[src/rtl/eq_pkg.sv]
// Shared constants, state encoding and reset coefficients for the
// filtro_fir_eq equalizer stage.
package eq_pkg;

  localparam int SAMPLE_W = 12;
  localparam int COEF_W   = 16;
  localparam int FRAC     = COEF_W - 1;
  localparam int TAPS_DEF = 16;
  localparam int ACC_W    = SAMPLE_W + COEF_W + $clog2(TAPS_DEF);

  localparam logic signed [COEF_W-1:0] COEF_ONE  = 16'sh7FFF;
  localparam logic signed [COEF_W-1:0] COEF_ZERO = 16'sh0000;

  typedef enum logic [1:0] {
    IDLE,
    MAC,
    ROUND,
    OUT
  } state_t;

endpackage

[src/rtl/filtro_fir_eq_if.sv]
// DAC-side valid/ready bundle of the equalizer stage.
// Master drives data/valid, slave returns ready.
interface filtro_fir_eq_if;
  import eq_pkg::*;

  logic [SAMPLE_W-1:0] out_data;
  logic                out_valid;
  logic                out_ready;

  modport master (
    output out_data,
    output out_valid,
    input  out_ready
  );

  modport slave (
    input  out_data,
    input  out_valid,
    output out_ready
  );

endinterface

[src/rtl/fir_mac.sv]
// Serial MAC with registered product, plus round and reduce to
// offset binary. FIR_SAT_EN selects clamping instead of wrapping.
module fir_mac
  import eq_pkg::*;
#(
  parameter int AW = ACC_W
) (
  input  logic                       clock,
  input  logic                       reset,
  input  logic                       i_clr,
  input  logic                       i_en,
  input  logic                       i_acc,
  input  logic signed [SAMPLE_W-1:0] i_x,
  input  logic signed [COEF_W-1:0]   i_c,
  output logic        [SAMPLE_W-1:0] o_y
);

  localparam int PW = SAMPLE_W + COEF_W;
  localparam logic [AW-1:0] HALF =
    {{(AW-FRAC){1'b0}}, 1'b1, {(FRAC-1){1'b0}}};
  localparam logic signed [AW-1:0] YMAX =
    AW'((1 << (SAMPLE_W-1)) - 1);
  localparam logic signed [AW-1:0] YMIN = ~YMAX;

  logic signed [PW-1:0]       r_prod;
  logic signed [AW-1:0]       r_acc;
  logic signed [PW-1:0]       w_x;
  logic signed [PW-1:0]       w_c;
  logic signed [AW-1:0]       w_prod;
  logic signed [AW-1:0]       w_rnd;
  logic signed [AW-1:0]       w_sh;
  logic        [SAMPLE_W-1:0] w_y;

  assign w_x    = PW'(i_x);
  assign w_c    = PW'(i_c);
  assign w_prod = AW'(r_prod);

  always_ff @(posedge clock or posedge reset) begin
    if (reset) begin
      r_prod <= '0;
      r_acc  <= '0;
    end else if (i_clr) begin
      r_prod <= '0;
      r_acc  <= '0;
    end else begin
      if (i_en)  r_prod <= w_x * w_c;
      if (i_acc) r_acc  <= r_acc + w_prod;
    end
  end

  assign w_rnd = r_acc + signed'(HALF);
  assign w_sh  = w_rnd >>> FRAC;

`ifdef FIR_SAT_EN
  always_comb begin
    w_y = w_sh[SAMPLE_W-1:0];
    if (w_sh > YMAX)      w_y = YMAX[SAMPLE_W-1:0];
    else if (w_sh < YMIN) w_y = YMIN[SAMPLE_W-1:0];
  end
`else
  logic w_unused;
  assign w_unused = ^{w_sh[AW-1:SAMPLE_W], YMIN, YMAX};
  assign w_y      = w_sh[SAMPLE_W-1:0];
`endif

  assign o_y = {~w_y[SAMPLE_W-1], w_y[SAMPLE_W-2:0]};

endmodule

[src/rtl/filtro_fir_eq.sv]
// Equalizer FIR between ADC and DAC: circular delay line, serial
// MAC, valid/ready output. Build with FIR_SAT_EN for saturation.
module filtro_fir_eq
  import eq_pkg::*;
#(
  parameter int TAPS = TAPS_DEF
) (
  input  logic                       clock,
  input  logic                       reset,
  input  logic signed [SAMPLE_W-1:0] sample_in,
  input  logic                       sample_valid,
  input  logic                       coef_we,
  input  logic [$clog2(TAPS)-1:0]    coef_addr,
  input  logic signed [COEF_W-1:0]   coef_data,
  filtro_fir_eq_if.master            dac,
  output logic                       busy,
  output logic                       overrun,
  output logic                       coef_err
);

  localparam int AB = $clog2(TAPS);
  localparam int AW = SAMPLE_W + COEF_W + AB;

  state_t r_state, w_next;

  logic signed [SAMPLE_W-1:0] r_line [TAPS];
  logic signed [COEF_W-1:0]   r_coef [TAPS];
  logic [AB-1:0]              r_wr_ptr;
  logic [AB-1:0]              r_k;
  logic [AB-1:0]              w_rd_addr;
  logic                       r_out_valid;
  logic [SAMPLE_W-1:0]        r_out_data;
  logic                       r_overrun;
  logic                       r_coef_err;
  logic                       r_pend;
  logic [AB-1:0]              r_pend_addr;
  logic signed [COEF_W-1:0]   r_pend_data;
  logic                       w_clr, w_en, w_acc;
  logic                       w_idle, w_take, w_hs;
  logic [SAMPLE_W-1:0]        w_y;

  assign w_idle    = (r_state == IDLE);
  assign w_take    = w_idle && sample_valid;
  assign w_hs      = (r_state == OUT) && r_out_valid && dac.out_ready;
  assign w_rd_addr = r_wr_ptr - AB'(1) - r_k;

  always_comb begin
    w_next = r_state;
    w_clr  = 1'b0;
    w_en   = 1'b0;
    w_acc  = 1'b0;
    unique case (r_state)
      IDLE: if (sample_valid) begin
        w_next = MAC;
        w_clr  = 1'b1;
      end
      MAC: begin
        w_en  = 1'b1;
        w_acc = 1'b1;
        if (r_k == AB'(TAPS-1)) w_next = ROUND;
      end
      ROUND: begin
        w_acc  = 1'b1;
        w_next = OUT;
      end
      OUT: if (w_hs) w_next = IDLE;
      default: w_next = IDLE;
    endcase
  end

  always_ff @(posedge clock or posedge reset) begin
    if (reset) begin
      r_state     <= IDLE;
      r_wr_ptr    <= '0;
      r_k         <= '0;
      r_out_valid <= 1'b0;
      r_out_data  <= '0;
      r_overrun   <= 1'b0;
      r_coef_err  <= 1'b0;
      r_pend      <= 1'b0;
      r_pend_addr <= '0;
      r_pend_data <= '0;
      for (int i = 0; i < TAPS; i++) begin
        r_line[i] <= '0;
        r_coef[i] <= (i == 0) ? COEF_ONE : COEF_ZERO;
      end
    end else begin
      r_state    <= w_next;
      r_overrun  <= sample_valid && !w_idle;
      r_coef_err <= coef_we && !w_idle;
      r_k        <= (r_state == MAC) ? r_k + AB'(1) : '0;
      if (w_take) begin
        r_line[r_wr_ptr] <= sample_in;
        r_wr_ptr         <= r_wr_ptr + AB'(1);
      end
      // A write coinciding with a new sample lands after that sample
      if (w_idle && coef_we) begin
        if (sample_valid) begin
          r_pend      <= 1'b1;
          r_pend_addr <= coef_addr;
          r_pend_data <= coef_data;
        end else begin
          r_coef[coef_addr] <= coef_data;
        end
      end
      if (w_hs && r_pend) begin
        r_coef[r_pend_addr] <= r_pend_data;
        r_pend              <= 1'b0;
      end
      if (r_state == OUT) begin
        if (!r_out_valid) begin
          r_out_valid <= 1'b1;
          r_out_data  <= w_y;
        end else if (dac.out_ready) begin
          r_out_valid <= 1'b0;
        end
      end
    end
  end

  fir_mac #(.AW(AW)) u_mac (
    .clock (clock),
    .reset (reset),
    .i_clr (w_clr),
    .i_en  (w_en),
    .i_acc (w_acc),
    .i_x   (r_line[w_rd_addr]),
    .i_c   (r_coef[r_k]),
    .o_y   (w_y)
  );

  assign dac.out_data  = r_out_data;
  assign dac.out_valid = r_out_valid;
  assign busy          = !w_idle;
  assign overrun       = r_overrun;
  assign coef_err      = r_coef_err;

endmodule

[src/flat_wrapper.sv]
// flat-port wrapper written by rule: the top's interface ports become plain ports
module filtro_fir_eq_flat import eq_pkg::*;
#(
  parameter int TAPS = TAPS_DEF
)
  (clock, reset, sample_in, sample_valid, coef_we, coef_addr, coef_data, busy, overrun, coef_err, dac_out_data, dac_out_valid, dac_out_ready);
  filtro_fir_eq_if dac_i ();
  input  logic clock;
  input  logic reset;
  input  logic signed [SAMPLE_W-1:0] sample_in;
  input  logic sample_valid;
  input  logic coef_we;
  input  logic [$clog2(TAPS)-1:0] coef_addr;
  input  logic signed [COEF_W-1:0] coef_data;
  output logic busy;
  output logic overrun;
  output logic coef_err;
  output wire logic [$bits(dac_i.out_data)-1:0] dac_out_data;
  output wire logic [$bits(dac_i.out_valid)-1:0] dac_out_valid;
  input wire logic [$bits(dac_i.out_ready)-1:0] dac_out_ready;
  assign dac_out_data = dac_i.out_data;
  assign dac_out_valid = dac_i.out_valid;
  assign dac_i.out_ready = dac_out_ready;
  filtro_fir_eq #(.TAPS(TAPS)) u_core (.clock(clock), .reset(reset), .sample_in(sample_in), .sample_valid(sample_valid), .coef_we(coef_we), .coef_addr(coef_addr), .coef_data(coef_data), .dac(dac_i), .busy(busy), .overrun(overrun), .coef_err(coef_err));
endmodule
[config.mk]
export PLATFORM = sky130hd
export DESIGN_NAME = filtro_fir_eq_flat
export DESIGN_NICKNAME = d
export VERILOG_FILES = /design/src/rtl/eq_pkg.sv /design/src/rtl/filtro_fir_eq_if.sv /design/src/rtl/fir_mac.sv /design/src/rtl/filtro_fir_eq.sv /design/src/flat_wrapper.sv
export SDC_FILE = /design/constraint.sdc
export NUM_CORES = 2
export LEC_CHECK = 0
export ABC_CLOCK_PERIOD_IN_PS = 48400
export CAP_MARGIN = 30
export CORE_MARGIN = 2
export CORE_UTILIZATION = 35
export CTS_CLUSTER_SIZE = 8
export DETAILED_ROUTE_END_ITERATION = 8
export SLEW_MARGIN = 20
export SYNTH_ARGS = -nofsm -noshare
export SYNTH_HDL_FRONTEND = slang
export SYNTH_SLANG_ARGS = --single-unit
[constraint.sdc]
create_clock -name clock -period 48.4 [get_ports clock]
set_input_delay 9.68 -clock clock [delete_from_list [all_inputs] [get_ports clock]]
set_output_delay 9.68 -clock clock [all_outputs]
set_load 0.005 [all_outputs]
Yosys cells after proc, flatten, opt, wreduce, memory -nomap -nowiden
Index checks and enable logic that the tools add are counted.
{"block": "word_totals", "ff_bits": 554, "output_inout_bits": 16, "word_cells": 130}
{"block": "op_classes", "addsub": 6, "multipliers": 1, "n_lt_le_gt_ge": 8, "eq_ne": 7, "mux": 36, "bitwise": 7, "reduce_logical": 21}
{"operator": "2-to-1 mux 256 bit", "n": 3}
{"operator": "bitwise mux 256 bit", "n": 2}
{"operator": "bitwise mux 192 bit", "n": 1}
{"operator": "demux 16 bit (select 4 bit)", "n": 2}
{"operator": "binary-select mux 16 bit (select 4 bit)", "n": 1}
{"operator": "2-to-1 mux 16 bit", "n": 4}
{"operator": "2-to-1 mux 32 bit", "n": 2}
{"operator": "2-to-1 mux 28 bit", "n": 2}
{"operator": "binary-select mux 12 bit (select 4 bit)", "n": 1}
{"operator": "demux 12 bit (select 4 bit)", "n": 1}
{"operator": "2-to-1 mux 12 bit", "n": 3}
{"operator": "adder 32 x 28 -> 32 bit", "n": 1}
{"operator": "multiplier 12 x 16 -> 28 bit", "n": 1}
{"operator": "adder 27 x 16 -> 27 bit (second input constant)", "n": 1}
{"operator": "greater-or-equal comparator 5 bit (second input constant)", "n": 5}
{"operator": "NOT 4 -> 5 bit", "n": 5}
{"operator": "< comparator 5 x 1 -> 1 bit (second input constant)", "n": 3}
{"operator": "logical AND 1 bit", "n": 10}
{"operator": "2-to-1 mux 1 bit", "n": 9}
{"operator": "adder 4 x 1 -> 4 bit (second input constant)", "n": 2}
{"operator": "case mux 2 bit (4 select lines)", "n": 1}
{"operator": "nonzero test 2 bit", "n": 4}
{"operator": "2-to-1 mux 2 bit", "n": 3}
{"operator": "AND reduction 2 bit", "n": 3}
{"operator": "other kinds (13)", "n": 16}

Depth between registers and ports, before layout
{"block": "logic_depth", "ltp_word": 10, "depth_mapped": 36, "ltp_nobuf": 29}

Modules after synthesis
Synthesis repeated with hierarchy kept, for this count alone.
{"block": "hier_totals", "hier_cells": 3182, "hier_area_um2": 35152.5}
{"module": "filtro_fir_eq", "n_inst": 1, "cells_each": 2036, "area_each_um2": 24853.8, "seq_area_each_um2": 12380.6}
{"module": "fir_mac", "n_inst": 1, "cells_each": 1146, "area_each_um2": 10298.6, "seq_area_each_um2": 1351.3}

Worst setup path after synthesis
OpenSTA, ideal clock, no wires.
{"block": "synth_path", "kind": "in2reg", "from": "input coef_addr[3]", "to": "register u_core.r_coef[134] (netlist name)", "setup_time_ps": 137, "arrival_time_ps": 11174, "t_required_ps": 48263, "slack_ps": 37089, "path_stages": 6, "n_path_buf": 2, "path_cell_list": "or4_1 buf_2 nor2_2 buf_4 mux2i_1 a21oi_1"}
{"block": "synth_between", "elab_chain_cells": 10, "word_cells_on_any_way": 11, "classes_between": "order compare (2); mux (7); bitwise (1); reduce/logical (1)"}
{"item": "from (decl)", "line": "flat_wrapper.sv:13", "rtl": "input logic [$clog2(TAPS)-1:0] coef_addr;"}
{"item": "NOT 4 -> 5 bit (implied by the code) *", "line": "filtro_fir_eq.sv:103", "rtl": "r_coef[coef_addr] <= coef_data;"}
{"item": "greater-or-equal comparator 5 bit (implied by the code) or < comparator 5 x 1 -> 1 bit (tied branches)", "line": "filtro_fir_eq.sv:103"}
{"item": "logical AND 1 bit (implied by the code)", "line": "filtro_fir_eq.sv:103"}
{"item": "2-to-1 mux 16 bit (implied by the code)", "line": "filtro_fir_eq.sv:103"}
{"item": "demux 16 bit (select 4 bit) *", "line": "filtro_fir_eq.sv:103"}
{"item": "bitwise mux 256 bit *", "line": "filtro_fir_eq.sv:103"}
{"item": "2-to-1 mux 256 bit *", "line": "filtro_fir_eq.sv:98", "rtl": "if (sample_valid) begin"}
{"item": "2-to-1 mux 256 bit *", "line": "filtro_fir_eq.sv:97", "rtl": "if (w_idle && coef_we) begin"}
{"item": "bitwise mux 256 bit", "line": "filtro_fir_eq.sv:107", "rtl": "r_coef[r_pend_addr] <= r_pend_data;"}
{"item": "2-to-1 mux 256 bit *", "line": "filtro_fir_eq.sv:106", "rtl": "if (w_hs && r_pend) begin"}
{"item": "to (signal, indexed assignment)", "line": "filtro_fir_eq.sv:85", "rtl": "r_coef[i] <= (i == 0) ? COEF_ONE : COEF_ZERO;"}
{"item": "to (signal, indexed assignment)", "line": "filtro_fir_eq.sv:103"}
{"item": "to (signal, indexed assignment)", "line": "filtro_fir_eq.sv:107"}
{"item": "to (decl)", "line": "filtro_fir_eq.sv:27", "rtl": "logic signed [COEF_W-1:0] r_coef [TAPS];"}
Every way passes the cells marked *; elsewhere a longest branch is shown, timed or not.
A chain may end at the register's enable or synchronous reset.

==> key figures <==
Outcome
  – Outcome: finished, final reports clean

Critical path
  – Worst reg2reg path depth: 28
  – Critical path class: in2async
  – CP max stage cell: buf_4
  – Critical path cell sequence: clkdlybuf4s50_1 > inv_8 > buf_4 > buf_16 > buf_4 > buf_4 > buf_16 > buf_4
  – Reg2reg start: u_core.r_k[0]$_DFF_PP0_
  – CP endpoint kind: async pin
  – CP top delay family: buffers and inverters
  – R2r setup slk: 39.12 ns
  – Crit path top cell by count: buf_4
  – Setup crit start kind: input pin
  – Crit path DAT: 13.83 ns
  – Critical path's largest stage delay: 0.70 ns
  – R2R Path End: u_core.u_mac.r_prod[26]$_DFFE_PP0P_
  – Critical Path RT: 49.05 ns
  – Critical-path maximum fanout: 107
  – WP buf/inv: 8

Yosys
  – Post-synthesis compound-gate area fraction: 0.0719
  – Synth cell types: 74
  – Multiplexer share of the synthesized area: 0.235
  – #FFs+latches synth: 548
  – Mapped Area: 35100 um2
  – FFs w/ async S/R, synth: 1.00
  – XOR/XNOR Fraction of Synth Area: 0.0162
  – Mapped Cells: 3201
  – Largest family of logic cells by synthesized area: multiplexers
  – EDFF count, synth: 0
  – Largest cells by area after synthesis: dfrtp_1 (38%), fa_1 (10%), mux2i_1 (8.3%)
  – Mapped Nets: 3511
  – Synth warnings: 0
  – Mapped Avg Cell Area: 11.0 um2
  – Post-synthesis sequential area ratio: 0.391
  – Post-Synth Simple-Gate Area: 0.0943
  – Yosys top cell area share: 0.380
  – Area leader, netlist: dfrtp_1
  – Area share of fa/ha/maj cells after synthesis: 0.135
  – Commonest register cell after synthesis: dfrtp_1

Route
  – Vias: 23500
  – Met3 WL post-DR: 4430 um
  – Drt total wl: 89700 um
  – Top Metal Used: met4
  – First DRT Iteration DRCs: 1834
  – WL/cell: 20.0 um
  – M1 WL: 40300 um
  – Vias/cell: 5.23
  – Routed Antenna Nets: 0
  – Routed wl met2: 43000 um
  – DR DRC count: 0
  – Drt pass-1 iters: 5

Floorplan
  – Chip width: 321 um
  – Die area: 103000 um2
  – Row Count: 116
  – Starting Density: 0.352
  – Core area: 99900 um2
  – Num ports: 53
  – Die Ht: 321 um

Timing
  – Fin crit share: 0.272
  – Final Setup Violations: 0
  – Unrepaired setup endpoints after global routing: no
  – Fmax: 0.0759 GHz
  – Post-route clock skew: 0.0648 ns
  – Worst setup margin: 35.23 ns
  – Final Hold Vio Count: 0
  – Setup TNS: 0 ns
  – Slew HR: 0.324
  – Tmin final: 13.17 ns
  – Worst-Margin Slew: 1.01 ns
  – Fin. max-slew vios: 0

Final layout
  – Most common cell after layout, fill and taps aside: dfrtp_1
  – Layout cells sized above 1: 0.174
  – Fillers: 9564
  – Multi-input combinational cell area: 19500 um2
  – Area growth syn-to-layout: 11.4%
  – Fin cells: 4490
  – Most frequent cells in the layout: dfrtp_1 (531), nand2_1 (361), mux2i_1 (292), inv_1 (232), mux2_2 (215)
  – FF+latch area: 13700 um2
  – Final #Nets: 3459

Clocking
  – Clock latency at the later pin of the worst-skew pair: 0.67 ns
  – Root Buffer: clkbuf_16
  – Clock transition at path regs: 0.05 ns
  – Clock buffer depth: 3
  – Post CTS Setup Buffer Count: 0
  – Htree depth: 3
  – Hold Buf Count CTS: 0
  – Resize count post-CTS: 0
  – Inserted Clock Buffers: 79
  – Clock sink count: 548
  – CTS tree: yes

Place
  – PortBufs: 52
  – GPL Wtd Cong: 0.800
  – Place WS: 34.22 ns
  – Inst Count DP: 4363
  – Final HPWL DP: 57700 um

Global route
  – Antenna violations before repair: 2
  – Largest net degree at the start of global routing: 108
  – Via count of the first global-routing pass: 23900
  – First-pass GRT wire length: 142000 um
  – Aggregate global-route resource usage: 0.176
  – GRT overflow: 0

Hold path
  – Hold depth: 2
  – Hold Path Class: reg2reg
  – Hold Path End: u_core.dac.out_data[11]$_DFFE_PP0P_
  – Hold_sp: u_core.dac.out_data[11]$_DFFE_PP0P_

Flow run
  – Max cap viols: 0
-- layer usage --
layer / track usage / vias to the layer above
met5: 0 / -
met2: 0.289 / 600
met4: 0.0528 / 0
li1: - / 10800
met1: 0.243 / 12000
met3: 0.0245 / 134
-- area by class of cell --
class                      count  share of cell area
sequential                   548               0.351
multi-input combinational   2170               0.497
clock inverter                 7             0.00428
clock buffer                 115              0.0550
inverter                     235              0.0227
tap                         1298              0.0415
timing repair buffer         115              0.0280
antenna                        2            0.000128
-- registers in the layout, indices dropped and copies added, names as in the netlist --
signal	flops
u_core.coef_err	1
u_core.dac.out_data	12
u_core.dac.out_valid	1
u_core.overrun	1
u_core.r_coef	256
u_core.r_k	4
u_core.r_line	192
u_core.r_pend	1
u_core.r_pend_addr	4
u_core.r_pend_data	16
u_core.r_state	2
u_core.r_wr_ptr	4
u_core.u_mac.r_acc	27
u_core.u_mac.r_prod	27
-- per-stage QoR --
stage	utilization	instance area, um2	hold WS, ns
after CTS	0.391	39100	0.487
after floorplan	-	35100	0.463
after global placement	0.367	36600	0.461
after global routing	0.392	39100	0.503
after detailed placement	0.368	36700	0.475
final	0.392	39100	0.476
-- cell usage after synthesis, types with 23 or more instances --
cell type and instances:
a21oi_1 138, and2_1 47, buf_1 23, buf_2 43, clkbuf_1 156, dfrtp_1 533, fa_1 176, ha_1 97
inv_1 233, mux2_2 215, mux2i_1 292, mux4_2 116, nand2_1 363, nand3_1 31, nor2_1 216, nor2b_1 24
o21ai_0 187, xnor2_1 48
-- tightest hold or removal path, stage by stage, from the launching register on --
cell	delay, ns
dfrtp_1	0.34
nand2_1	0.05
o21ai_0	0.06
-- cell families after synthesis --
family | Yosys count
AO/OA/AOI/OAI | 439
AND/OR/NAND/NOR | 760
adder cells (fa/ha/maj) | 273
flip-flops | 548
buffers and inverters | 483
multiplexers | 634
XOR/XNOR | 64
-- worst max path at each step --
| stage | startpoint | end | cells after the start |
|---|---|---|---|
| 2_1_floorplan | reset | u_core.coef_err$_DFF_PP0_ | 1 |
| 3_5_place_dp | reset | u_core.r_line[160]$_DFFE_PP0P_ | 7 |
| 3_3_place_gp | reset | u_core.r_line[160]$_DFFE_PP0P_ | 6 |
| 4_1_cts | reset | u_core.r_line[160]$_DFFE_PP0P_ | 7 |
| 6_report | reset | u_core.r_line[160]$_DFFE_PP0P_ | 8 |
| 5_1_grt | reset | u_core.r_line[172]$_DFFE_PP0P_ | 8 |
Power is not shown: default switching activity piles up to over one toggle a cycle in this logic, so the estimate is an artifact.
